## src/rtl/fwd_pkg.sv

```systemverilog
// Forwarding select codes shared by the ID comparator muxes, the EX forwarding unit
// and the branch forwarding scoreboard.
package fwd_pkg;

  localparam int unsigned FWD_RF = 0;
  localparam int unsigned FWD_NSTAGE_DEFAULT = 3;
  localparam int unsigned FWD_MDU = FWD_NSTAGE_DEFAULT + 1;

  // Select width: register file, one code per stage, plus the MDU write port.
  function automatic int unsigned fwd_selw(input int unsigned nstage);
    return $clog2(nstage + 2);
  endfunction

  function automatic int unsigned fwd_mdu(input int unsigned nstage);
    return nstage + 1;
  endfunction

endpackage

```

## src/rtl/mdu_scoreboard.sv

```systemverilog
// Per-register pending bits and outstanding-write count for the multi-cycle MDU,
// with a combinational lookup port for the ID-stage operands.
module mdu_scoreboard
  import fwd_pkg::*;
#(
  parameter int REG_AW  = 5,
  parameter int NSRC    = 2,
  parameter int MAX_OUT = 4
) (
  input  logic                   clk,
  input  logic                   rst,
  input  logic                   issue,
  input  logic [REG_AW-1:0]      issue_rd,
  input  logic                   done,
  input  logic [REG_AW-1:0]      done_rd,
  input  logic [NSRC*REG_AW-1:0] lookup_rd,
  output logic [NSRC-1:0]        lookup_pending,
  output logic                   full
);

  localparam int NREG = 2 ** REG_AW;
  localparam int CW   = $clog2(MAX_OUT + 1);

  logic [NREG-1:0] pending_reg, pending_next;
  logic [CW-1:0]   cnt_reg, cnt_next;
  logic            issue_ok, done_ok;

  assign full     = (cnt_reg == CW'(MAX_OUT));
  assign issue_ok = issue && (issue_rd != '0) && !full;
  // A done with no matching pending bit is a stray write and must not touch the count.
  assign done_ok  = done && pending_reg[done_rd];

  // Issue is applied after done so a same-register pair leaves the bit set.
  always_comb begin
    pending_next = pending_reg;
    cnt_next     = cnt_reg;
    if (done_ok) begin
      pending_next[done_rd] = 1'b0;
      cnt_next              = cnt_next - CW'(1);
    end
    if (issue_ok) begin
      pending_next[issue_rd] = 1'b1;
      cnt_next               = cnt_next + CW'(1);
    end
  end

  always_ff @(posedge clk) begin
    if (rst) begin
      pending_reg <= '0;
      cnt_reg     <= '0;
    end else begin
      pending_reg <= pending_next;
      cnt_reg     <= cnt_next;
    end
  end

  for (genvar gi = 0; gi < NSRC; gi++) begin : g_lookup
    assign lookup_pending[gi] = pending_reg[lookup_rd[gi*REG_AW +: REG_AW]];
  end

  a_no_issue_when_full: assert property (@(posedge clk) disable iff (rst) !(issue && full));

endmodule

```

## src/rtl/branch_fwd_scoreboard.sv

```systemverilog
// ID-stage branch operand forwarding, readiness/MDU hazard stall and stall watchdog.
// Optional BRANCH_STALL_STATS_EN adds per-hazard-class stall cycle counters.
module branch_fwd_scoreboard
  import fwd_pkg::*;
#(
  parameter int REG_AW        = 5,
  parameter int NSRC          = 2,
  parameter int NSTAGE        = 3,
  parameter int MAX_OUT       = 4,
  parameter int STALL_TIMEOUT = 64,
  localparam int SELW         = fwd_selw(NSTAGE)
) (
  input  logic                     clk,
  input  logic                     rst,
  input  logic                     id_valid,
  input  logic                     id_is_branch,
  input  logic [NSRC*REG_AW-1:0]   id_src,
  input  logic [NSRC-1:0]          id_src_used,
  input  logic [NSTAGE*REG_AW-1:0] stage_rd,
  input  logic [NSTAGE-1:0]        stage_we,
  input  logic [NSTAGE-1:0]        stage_rdy,
  input  logic                     mdu_issue,
  input  logic [REG_AW-1:0]        mdu_issue_rd,
  input  logic                     mdu_done,
  input  logic [REG_AW-1:0]        mdu_done_rd,
  output logic [NSRC*SELW-1:0]     fwd_sel,
  output logic                     stall,
  output logic                     mdu_full,
  output logic                     hazard_timeout
`ifdef BRANCH_STALL_STATS_EN
  ,
  output logic [31:0]              stat_ready_stalls,
  output logic [31:0]              stat_mdu_stalls
`endif
);

  localparam int WW = $clog2(STALL_TIMEOUT + 1);

  logic [REG_AW-1:0] src [NSRC];
  logic [SELW-1:0]   sel [NSRC];
  logic [NSRC-1:0]   src_pending, ready_haz, mdu_haz;
  logic              hit, hit_rdy;
  logic [SELW-1:0]   hit_sel;

  for (genvar gi = 0; gi < NSRC; gi++) begin : g_src
    assign src[gi]                  = id_src[gi*REG_AW +: REG_AW];
    assign fwd_sel[gi*SELW +: SELW] = sel[gi];
  end

  mdu_scoreboard #(
    .REG_AW (REG_AW),
    .NSRC   (NSRC),
    .MAX_OUT(MAX_OUT)
  ) u_sb (
    .clk           (clk),
    .rst           (rst),
    .issue         (mdu_issue),
    .issue_rd      (mdu_issue_rd),
    .done          (mdu_done),
    .done_rd       (mdu_done_rd),
    .lookup_rd     (id_src),
    .lookup_pending(src_pending),
    .full          (mdu_full)
  );

  always_comb begin
    hit     = 1'b0;
    hit_rdy = 1'b0;
    hit_sel = SELW'(FWD_RF);
    for (int i = 0; i < NSRC; i++) begin
      sel[i]       = SELW'(FWD_RF);
      ready_haz[i] = 1'b0;
      mdu_haz[i]   = 1'b0;
      hit          = 1'b0;
      hit_rdy      = 1'b0;
      hit_sel      = SELW'(FWD_RF);
      // Walk from WB towards EX so the nearest writer ends up selected.
      for (int k = NSTAGE - 1; k >= 0; k--) begin
        if (stage_we[k] && (stage_rd[k*REG_AW +: REG_AW] == src[i])) begin
          hit     = 1'b1;
          hit_rdy = stage_rdy[k];
          hit_sel = SELW'(k + 1);
        end
      end
      if ((src[i] != '0) && id_src_used[i]) begin
        if (hit) begin
          sel[i]       = hit_sel;
          ready_haz[i] = !hit_rdy && id_valid && id_is_branch;
        end else if (mdu_done && (mdu_done_rd == src[i])) begin
          sel[i] = SELW'(fwd_mdu(NSTAGE));
        end else begin
          mdu_haz[i] = src_pending[i] && id_valid;
        end
      end
    end
  end

  assign stall = (|ready_haz) || (|mdu_haz);

  logic [WW-1:0] stall_ctr_reg, stall_ctr_next;
  logic          timeout_reg;

  always_comb begin
    stall_ctr_next = '0;
    if (stall) begin
      stall_ctr_next = (stall_ctr_reg == WW'(STALL_TIMEOUT)) ? stall_ctr_reg
                                                              : stall_ctr_reg + WW'(1);
    end
  end

  always_ff @(posedge clk) begin
    if (rst) begin
      stall_ctr_reg <= '0;
      timeout_reg   <= 1'b0;
    end else begin
      stall_ctr_reg <= stall_ctr_next;
      if (stall_ctr_next == WW'(STALL_TIMEOUT)) begin
        timeout_reg <= 1'b1;
      end
    end
  end

  assign hazard_timeout = timeout_reg;

`ifdef BRANCH_STALL_STATS_EN
  always_ff @(posedge clk) begin
    if (rst) begin
      stat_ready_stalls <= '0;
      stat_mdu_stalls   <= '0;
    end else begin
      if (|ready_haz) stat_ready_stalls <= stat_ready_stalls + 32'd1;
      if (|mdu_haz)   stat_mdu_stalls   <= stat_mdu_stalls + 32'd1;
    end
  end
`endif

endmodule

```

## config.mk

```make
export PLATFORM = sky130hd
export DESIGN_NAME = branch_fwd_scoreboard
export DESIGN_NICKNAME = d
export VERILOG_FILES = /design/src/rtl/fwd_pkg.sv /design/src/rtl/mdu_scoreboard.sv /design/src/rtl/branch_fwd_scoreboard.sv
export SDC_FILE = /design/constraint.sdc
export NUM_CORES = 1
export LEC_CHECK = 0
export ABC_AREA = 1
export CAP_MARGIN = 25
export CORE_AREA = 2 2 113 93
export DETAILED_ROUTE_END_ITERATION = 8
export DIE_AREA = 0 0 115 95
export DONT_BUFFER_PORTS = 1
export PLACE_DENSITY_LB_ADDON = 0.3
export SLEW_MARGIN = 0
export SYNTH_ARGS = -nofsm -noshare
export SYNTH_HDL_FRONTEND = slang
export SYNTH_SLANG_ARGS = --single-unit
```

## constraint.sdc

```tcl
create_clock -name clk -period 7.3 [get_ports clk]
set_clock_uncertainty 0.2 [all_clocks]
set_input_delay 1.46 -clock clk [delete_from_list [all_inputs] [get_ports clk]]
set_output_delay 1.46 -clock clk [all_outputs]
set_load 0.005 [all_outputs]
```

# Word-level counts from Yosys, hierarchy flattened
# Cells that the tools add are included.
[totals]
regBits = 43
memories = 0
out_inout_bits = 9
rom_bits = 0
word_cells = 107
latch_bits = 0
mem_bits_rw = 0
[op_classes]
reduce_logical = 30
add_sub_neg = 3
mux = 50
bitwise = 3
magnitude_cmp = 6
n_mul = 0
eq_ne = 11
div_mod_pow = 0
n_shift = 0
[op_table]
columns = ["cell", "count"]
rows = [
  ["32-bit two-way mux", 2],
  ["5-bit == test", 8],
  ["3-bit two-way mux", 12],
  ["32-bit AND", 1],
  ["32-bit NOT", 1],
  ["32-bit bitwise OR", 1],
  ["1-bit two-way mux", 27],
  ["5-bit by 6-bit less-than comparator with 1-bit output (second input constant)", 4],
  ["1-bit logical AND", 21],
  ["1-bit binary-select mux with 5-bit select", 3],
  ["5-bit nonzero test", 3],
  ["7-bit == test (second input constant)", 2],
  ["7-bit two-way mux", 2],
  ["1-bit demux with 5-bit select", 2],
  ["5-bit by 1-bit >= comparator with 1-bit output (second input constant)", 2],
  ["7-bit by 1-bit adder with 7-bit output (second input constant)", 1],
  ["2-bit two-way mux", 2],
  ["2-bit OR reduction", 2],
  ["3-bit by 1-bit adder with 3-bit output (second input constant)", 1],
  ["3-bit == test (second input constant)", 1],
  ["1-bit zero test", 3],
  ["3-bit by 1-bit subtractor with 3-bit output (second input constant)", 1],
  ["1-bit logical OR", 1],
]

# Logic depth before layout (Yosys ltp)
# Gate-level depths: netlist of run 1.
[logic_depth]
word_depth = 14
depth_mapped = 19
ltp_nobuf = 18

# Hierarchy
# A second synthesis of run 1 with hierarchy kept.
[hier_totals]
hier_cells = 721
hier_area_um2 = 3935.0
[by_module_without_submodules]
columns = ["module", "area_each_um2", "instances", "cells_each", "seq_area_each_um2"]
rows = [
  ["mdu_scoreboard", 2617.5, 1, 452, 700.7],
  ["branch_fwd_scoreboard", 1317.5, 1, 269, 160.2],
]

# Worst setup path after synthesis of run 1
# No wires, ideal clock.
[synth_path]
kind = "in2out"
startpoint = "input id_src[0]"
endpoint = "output stall"
cell_stages = 14
path_slack_ns = 2.986
n_path_buf = 2
arrival_time_ns = 2.654
t_required_ns = 5.640
path_cell_list = "buf_4 inv_2 buf_4 nand2_1 o21ai_0 nor2_1 nand3_1 inv_1 nand3_1 nand2_1 nand2_1 nand2_1 nand2_1 a21boi_4"
[synth_via]
elab_chain_cells = 12
elab_cells_between_ends = 30
classes_between = "4 x eq/ne; 13 x mux; 13 x reduce/logical"
[synth_lines]
columns = ["element", "line", "source"]
rows = [
  ["from (decl)", "branch_fwd_scoreboard.sv:17", "input logic [NSRC*REG_AW-1:0] id_src,"],
  ["5-bit == test", "branch_fwd_scoreboard.sv:79", "if (stage_we[k] && (stage_rd[k*REG_AW +: REG_AW] == src[i])) begin"],
  ["1-bit logical AND", "branch_fwd_scoreboard.sv:79", ""],
  ["1-bit two-way mux (3 in series)", "branch_fwd_scoreboard.sv:79", ""],
  ["1-bit zero test", "branch_fwd_scoreboard.sv:88", "ready_haz[i] = !hit_rdy && id_valid && id_is_branch;"],
  ["1-bit logical AND (2 in series)", "branch_fwd_scoreboard.sv:88", ""],
  ["1-bit two-way mux", "branch_fwd_scoreboard.sv:86", "if (hit) begin"],
  ["1-bit two-way mux", "branch_fwd_scoreboard.sv:85", "if ((src[i] != '0) && id_src_used[i]) begin"],
  ["2-bit OR reduction", "branch_fwd_scoreboard.sv:98", "assign stall = (|ready_haz) || (|mdu_haz);"],
  ["1-bit logical OR (*)", "branch_fwd_scoreboard.sv:98", ""],
  ["to (decl)", "branch_fwd_scoreboard.sv:27", "output logic stall,"],
]
# Mark *: on every way between the ends. The rest lies on a longest branch, timed or not. The select of a mux whose other input is x is not followed.

# Final worst setup path of run 1
[layout_path]
startpoint = "input id_src[1]"
endpoint = "output stall"
# Same word-level chain as after synthesis.

==> results of run 1 <==
## power breakdown
part / internal [µW] / total [µW] / leakage [µW] / switching [µW]
logic: 35.5 / 104 / 0.00133 / 68.4
clock network: 134 / 223 / 0.0000727 / 89.6
registers: 239 / 241 / 0.000348 / 2.83
## routing by layer
layer  share of wire [%]  GRT usage [%]  vias to the layer above
li1                    -              -                     2176
met1                  44          30.38                     2022
met2                  46          36.18                      182
met3                 8.0          4.429                       23
met4                 1.7          6.928                        0
met5                   0              0                        -
## cell type report
| cell class | instances | area [µm²] |
|---|---|---|
| fillers | 1099 | 5939 |
| multi-input cells | 532 | 2486 |
| flip-flops and latches | 43 | 860.8 |
| inverters | 87 | 326.6 |
| well taps | 122 | 152.6 |
| clock buffers | 6 | 138.9 |
| clock inverters | 1 | 5.005 |
## through the flow
stage	total power, µW	util (%)	std cells
2_1_floorplan	340.9	-	689
4_1_cts	571.9	40.06	791
6_report	568.4	40.06	791
5_1_grt	595.5	40.06	791
3_3_place_gp	346.8	38.61	784
3_5_place_dp	348.3	38.61	784
## critical path, cell delays in order
cell and delay (ns):
inv_1 0.29, nand2_1 0.09, nand2_1 0.07, nor2_1 0.04
nand3_1 0.17, nand2_1 0.14, nor3_1 0.19, nand3_1 0.10
nand2_1 0.07, inv_1 0.07, a21boi_4 0.25
## synth_stat cells (6+ instances only)
cell type | count | area, µm²
nor2_1 | 58 | 217.7
buf_2 | 13 | 65.06
nor3_1 | 16 | 80.08
inv_1 | 79 | 296.5
nand2_1 | 236 | 885.9
nand3_1 | 57 | 285.3
a22oi_1 | 6 | 45.04
dfxtp_1 | 43 | 860.8
o21ai_0 | 23 | 115.1
inv_2 | 7 | 26.28
a21oi_1 | 47 | 235.2
o21ai_1 | 35 | 175.2
o211ai_1 | 10 | 75.07
xor2_1 | 8 | 70.07
## final timing paths
kind	startpoint	end	slack, ns	cells past startpoint
worst max-delay path	id_src[1]	stall	2.68	11
worst max register to register	u_sb.pending_reg[29]	u_sb.cnt_reg[1]	4.30	13
worst min-delay path	u_sb.pending_reg[0]	u_sb.pending_reg[0]	0.27	2
worst min register to register	u_sb.pending_reg[0]	u_sb.pending_reg[0]	0.27	2
## cell families after synthesis
group           count (synthesis)  share of synthesized area [%]
fa+ha+maj                       5                          1.626
xor+xnor                       13                          2.959
flops                          43                          22.37
compound gates                133                          19.48
buf+inv                       114                          13.01
simple gates                  381                          40.55
==> qor.txt, run 1 <==
status -> completed
Syn Nets -> 743
synthesized area per cell -> 5.584 µm²
hold crit path type -> reg -> reg
crit path DAT -> 2.96 ns
CP Class -> in -> out
fin area -> 0.003970 mm²
Boundary Pins -> 58
leak pwr -> 0.001747 µW
largest net degree at the start of global routing -> 41
synth warn -> 0
CTS tree -> built
synthesis-to-finish area growth -> 3.187%
WHS -> 0.2660 ns
htree depth -> 2
Cell Area, Synth -> 0.003847 mm²
cells after synthesis -> 689
DR vias/cell -> 5.566
crit end category -> output port
Clock Sinks -> 43
setup ws final -> 2.685 ns
Core Region -> 0.009910 mm²
fin crit share -> 63.22%
iteration-0 DRC count of the detailed router -> 422
Hold Fails Final Rpt -> 0
Root Driver -> clkbuf_16
Worst setup SP type -> input port
top_reg_cell synth -> dfxtp_1
Crit Path Max Fanout -> 14
max reg flops -> 32
routed vias -> 4403
Worst EP required -> 5.64 ns
Post-DRT Antenna Nets -> 0
Final Routed Wirelength -> 12.11 mm
Initial Util -> 38.83%
Post-Place Setup Slack -> 2.731 ns
CTS Buffer Depth -> 2
Netlist cell types -> 35
Yosys reg bits -> 43
die height -> 95 µm
DP HPWL -> 9.108 mm
Row Count -> 33
number of detailed-route iterations in the first pass -> 5
Skew-Pair Late Insertion Delay -> 0.29 ns
postcts setup bufs -> 0
All-Layer GR Usage -> 22.48%
RSZ-0062 raised after global routing -> no
Chip Width -> 115 µm
Num CTS Buffers -> 5
most frequent cells in the layout -> 236 x nand2_1, 79 x inv_1, 58 x nor2_1
vias in the first global route -> 4114
setup tns final -> 0 ns
WL/cell -> 15.31 µm
initial antenna violation count -> 0
pwr/cell area -> 143.2 mW/mm²
most common cell after layout, fill and taps aside -> nand2_1
worst slew pin tran -> 1.115 ns
Post-DP Area -> 0.003826 mm²
Final setup viols -> 0
number of enable flip-flop cells after synthesis -> 0
first-pass GRT wire length -> 19.71 mm
Worst-path clk slew -> 0.06 ns
Max-Cap Viols -> 0
share of synthesized registers carrying an async set or reset -> 0%
relative slew slack -> 25.10%
# DRC -> 0
nets -> 723
Remaining Overflow, GRT -> 0
hold buffer count at cts -> 0
Worst IR Drop VDD -> 0.00008168 V
fmax -> 216.7 MHz
diode count -> 0
Port Buffers -> 0
fin. max-slew vios -> 0
Post-CTS Resized -> 0
sequential share of the synthesized area -> 22.37%
Final GP Congestion -> 0.9662
Final min period -> 4.615 ns
Die Area -> 0.01093 mm²
ratio of cells with drive above 1 in the final layout -> 3.288%
Power figures use the tool's default switching activity.
==> inputs of run 2 (changes only) <==
- clock period: 7.3 -> 4.5 ns (I/O delays scaled with it)
==> run 2 against run 1 <==
  * Combinational power up 62%
  * Worst hold slack worse by 0.0084 ns
  * Sequential share of layout area down 0.068 points
  * Sequential power up 63%
  * Global-route usage about the same
  * Largest cell class unchanged
  * Largest power group unchanged
  * Utilization up 0.13 points
  * Power up 61%
  * Critical endpoint unchanged
  * Via count down 2.1%
  * First-iteration DRC count down 6.4%
  * Die area unchanged
  * Routed wire length up 0.85%
==> qor.txt, run 2 (same netlist as run 1, synthesis figures left out) <==
die height -> 95 µm (unchanged)
fin crit share -> 77.93%
most frequent cells in the layout -> 236 x nand2_1, 79 x inv_1, 58 x nor2_1 (unchanged)
number of detailed-route iterations in the first pass -> 5 (unchanged)
Worst EP required -> 3.40 ns (was 5.64 ns)
crit path DAT -> 2.41 ns (was 2.96 ns)
iteration-0 DRC count of the detailed router -> 395 (was 422)
Final Routed Wirelength -> 12.21 mm (was 12.11 mm)
Chip Width -> 115 µm (unchanged)
All-Layer GR Usage -> 22.43% (was 22.48%)
initial antenna violation count -> 0 (unchanged)
CP cell instances -> inv_1 > nand2_1 > nand2_1 > nor2_1 > nand3_1 > nand2_1 > nor3_1 > nand3_1 > nand2_1 > inv_1 > a21boi_4 (unchanged)
CTS tree -> built (unchanged)
clock power share -> 38.8% (was 39.2%)
Worst-path clk slew -> 0.06 ns (about the same)
Final GP Congestion -> 0.9364 (was 0.9662)
ratio of cells with drive above 1 in the final layout -> 3.577% (was 3.288%)
most common cell after layout, fill and taps aside -> nand2_1 (unchanged)
Int Pwr -> 661.8 µW (was 407.6 µW)
sequential group share of total power -> 42.9% (was 42.5%)
diode count -> 0 (unchanged)
Fill cells -> 1099 (unchanged)
Worst setup SP type -> input port (unchanged)
Root Driver -> clkbuf_16 (unchanged)
Clock Sinks -> 43 (unchanged)
crit path from -> id_src[1] (unchanged)
crit end category -> output port (unchanged)
Initial Util -> 38.83% (unchanged)
fin. max-slew vios -> 0 (unchanged)
Worst IR Drop VDD -> 0.0001208 V (was 0.00008168 V)
Final min period -> 3.507 ns
Buffers & Inverters on Critical Path -> 2 (unchanged)
delay of the slowest critical-path stage -> 0.32 ns (was 0.29 ns)
routed vias -> 4310 (was 4403)
hold crit path type -> reg -> reg (unchanged)
fin util -> 40.19% (was 40.06%)
status -> completed (unchanged)
Post-CTS Resized -> 0 (unchanged)
largest net degree at the start of global routing -> 41 (unchanged)
synthesis-to-finish area growth -> 3.512% (was 3.187%)
Port Buffers -> 0 (unchanged)
Max stage delay cell, worst path -> inv_1 (unchanged)
first-pass GRT wire length -> 19.44 mm (was 19.71 mm)
Core Region -> 0.009910 mm² (unchanged)
relative slew slack -> 55.96% (was 25.10%)
vias in the first global route -> 3977 (was 4114)
Remaining Overflow, GRT -> 0 (unchanged)
Sw Pwr -> 253.2 µW (was 160.8 µW)
Die Area -> 0.01093 mm² (unchanged)
delay-heaviest family, CP -> simple AND/OR/NAND/NOR gates (unchanged)
CP Class -> in -> out (unchanged)
CTS Buffer Depth -> 2 (unchanged)
Post-DRT Antenna Nets -> 0 (unchanged)
worst slew pin tran -> 0.6555 ns (was 1.115 ns)
postcts setup bufs -> 0 (unchanged)
Final setup viols -> 0 (unchanged)
htree depth -> 2 (unchanged)
pwr/cell area -> 229.8 mW/mm² (was 143.2 mW/mm²)
hold buffer count at cts -> 0 (unchanged)
Boundary Pins -> 58 (unchanged)
Reg2Reg Launch Point -> u_sb.pending_reg[21] (was u_sb.pending_reg[29])
min-delay src -> u_sb.pending_reg[0] (unchanged)
most used cell along the critical path -> nand2_1 (unchanged)
Row Count -> 33 (unchanged)
DR vias/cell -> 5.435 (was 5.566)
nets -> 725 (was 723)
DP HPWL -> 9.447 mm (was 9.108 mm)
combinational share of power -> 18.3% (about the same)
leak pwr -> 0.001757 µW (was 0.001747 µW)
Crit Path Max Fanout -> 14 (unchanged)
max reg flops -> 32 (unchanged)
# DRC -> 0 (unchanged)
WL/cell -> 15.40 µm (was 15.31 µm)
Hold Fails Final Rpt -> 0 (unchanged)
sw frac -> 27.68% (was 28.29%)
RSZ-0062 raised after global routing -> no (unchanged)
Max-Cap Viols -> 0 (unchanged)
Skew-Pair Late Insertion Delay -> 0.28 ns (was 0.29 ns)
Num CTS Buffers -> 5 (unchanged)
setup tns final -> 0 ns (unchanged)
fmax -> 285.1 MHz
[run 2: changes by cell type in the layout (fill, tap and decap cells not counted)]
cell   previous run  this run
buf_2             0         1
buf_4             0         1
[run 2: path summary, 6_finish.rpt]
check                                           end  slack, ns  cells past startpoint
worst max-delay path                          stall       0.99                     11
worst min-delay path            u_sb.pending_reg[0]       0.26                      2
worst max register to register      u_sb.cnt_reg[1]       1.64                     13
worst min register to register  u_sb.pending_reg[0]       0.26                      2
[run 2: layout make-up]
type                            instances  area, µm²  area share [%]
Multi-Input combinational cell        532       2486           62.43
Sequential cell                        43      860.8           21.61
Tap cell                              122      152.6           3.833
Clock buffer                            6      138.9           3.487
Timing Repair Buffer                    2      12.51          0.3142
Clock inverter                          1      5.005          0.1257
Inverter                               87      326.6           8.200
[run 2: worst register-to-register path, cell delays in order (launching register included)]
cell and delay [ns]:
dfxtp_1 0.31, inv_1 0.14, o22ai_1 0.12, a221oi_1 0.24
o21ai_1 0.09, nor2_1 0.15, nand2_1 0.11, nand2_2 0.48
nand2_1 0.15, and2_4 0.18, ha_1 0.26, o21ai_0 0.15
o21bai_1 0.13, inv_1 0.05
[run 2: per-layer routing]
layer	up-vias	wire length, µm	global-route usage, %
met5	-	0	0
met4	0	221	5.522
met3	23	940	4.814
met2	170	5642	37.01
met1	1935	5409	29.90
li1	2182	-	-
[run 2: stage by stage]
stage	setup slack, ns	cell area (µm²)	hold WS [ns]	total power [µW]	instances
6_report	0.9929	3983	0.2577	915.1	793
4_1_cts	1.030	3983	0.2601	920.5	793
5_1_grt	0.8631	3983	0.2947	963.9	793
2_1_floorplan	1.306	3847	0.2324	553.0	689
3_5_place_dp	0.8928	3839	0.2505	565.6	786
3_3_place_gp	1.036	3834	0.2463	561.4	785
[run 2: power by group through the flow]
| stage | registers, µW | logic (µW) | clock network (µW) |
|---|---|---|---|
| final | 392 | 168 | 355 |
| after floorplan | 398 | 155 | 0 |
| after global routing | 393 | 192 | 379 |
| after global placement | 401 | 161 | 0 |
| after detailed placement | 400 | 165 | 0 |
| after CTS | 392 | 166 | 363 |
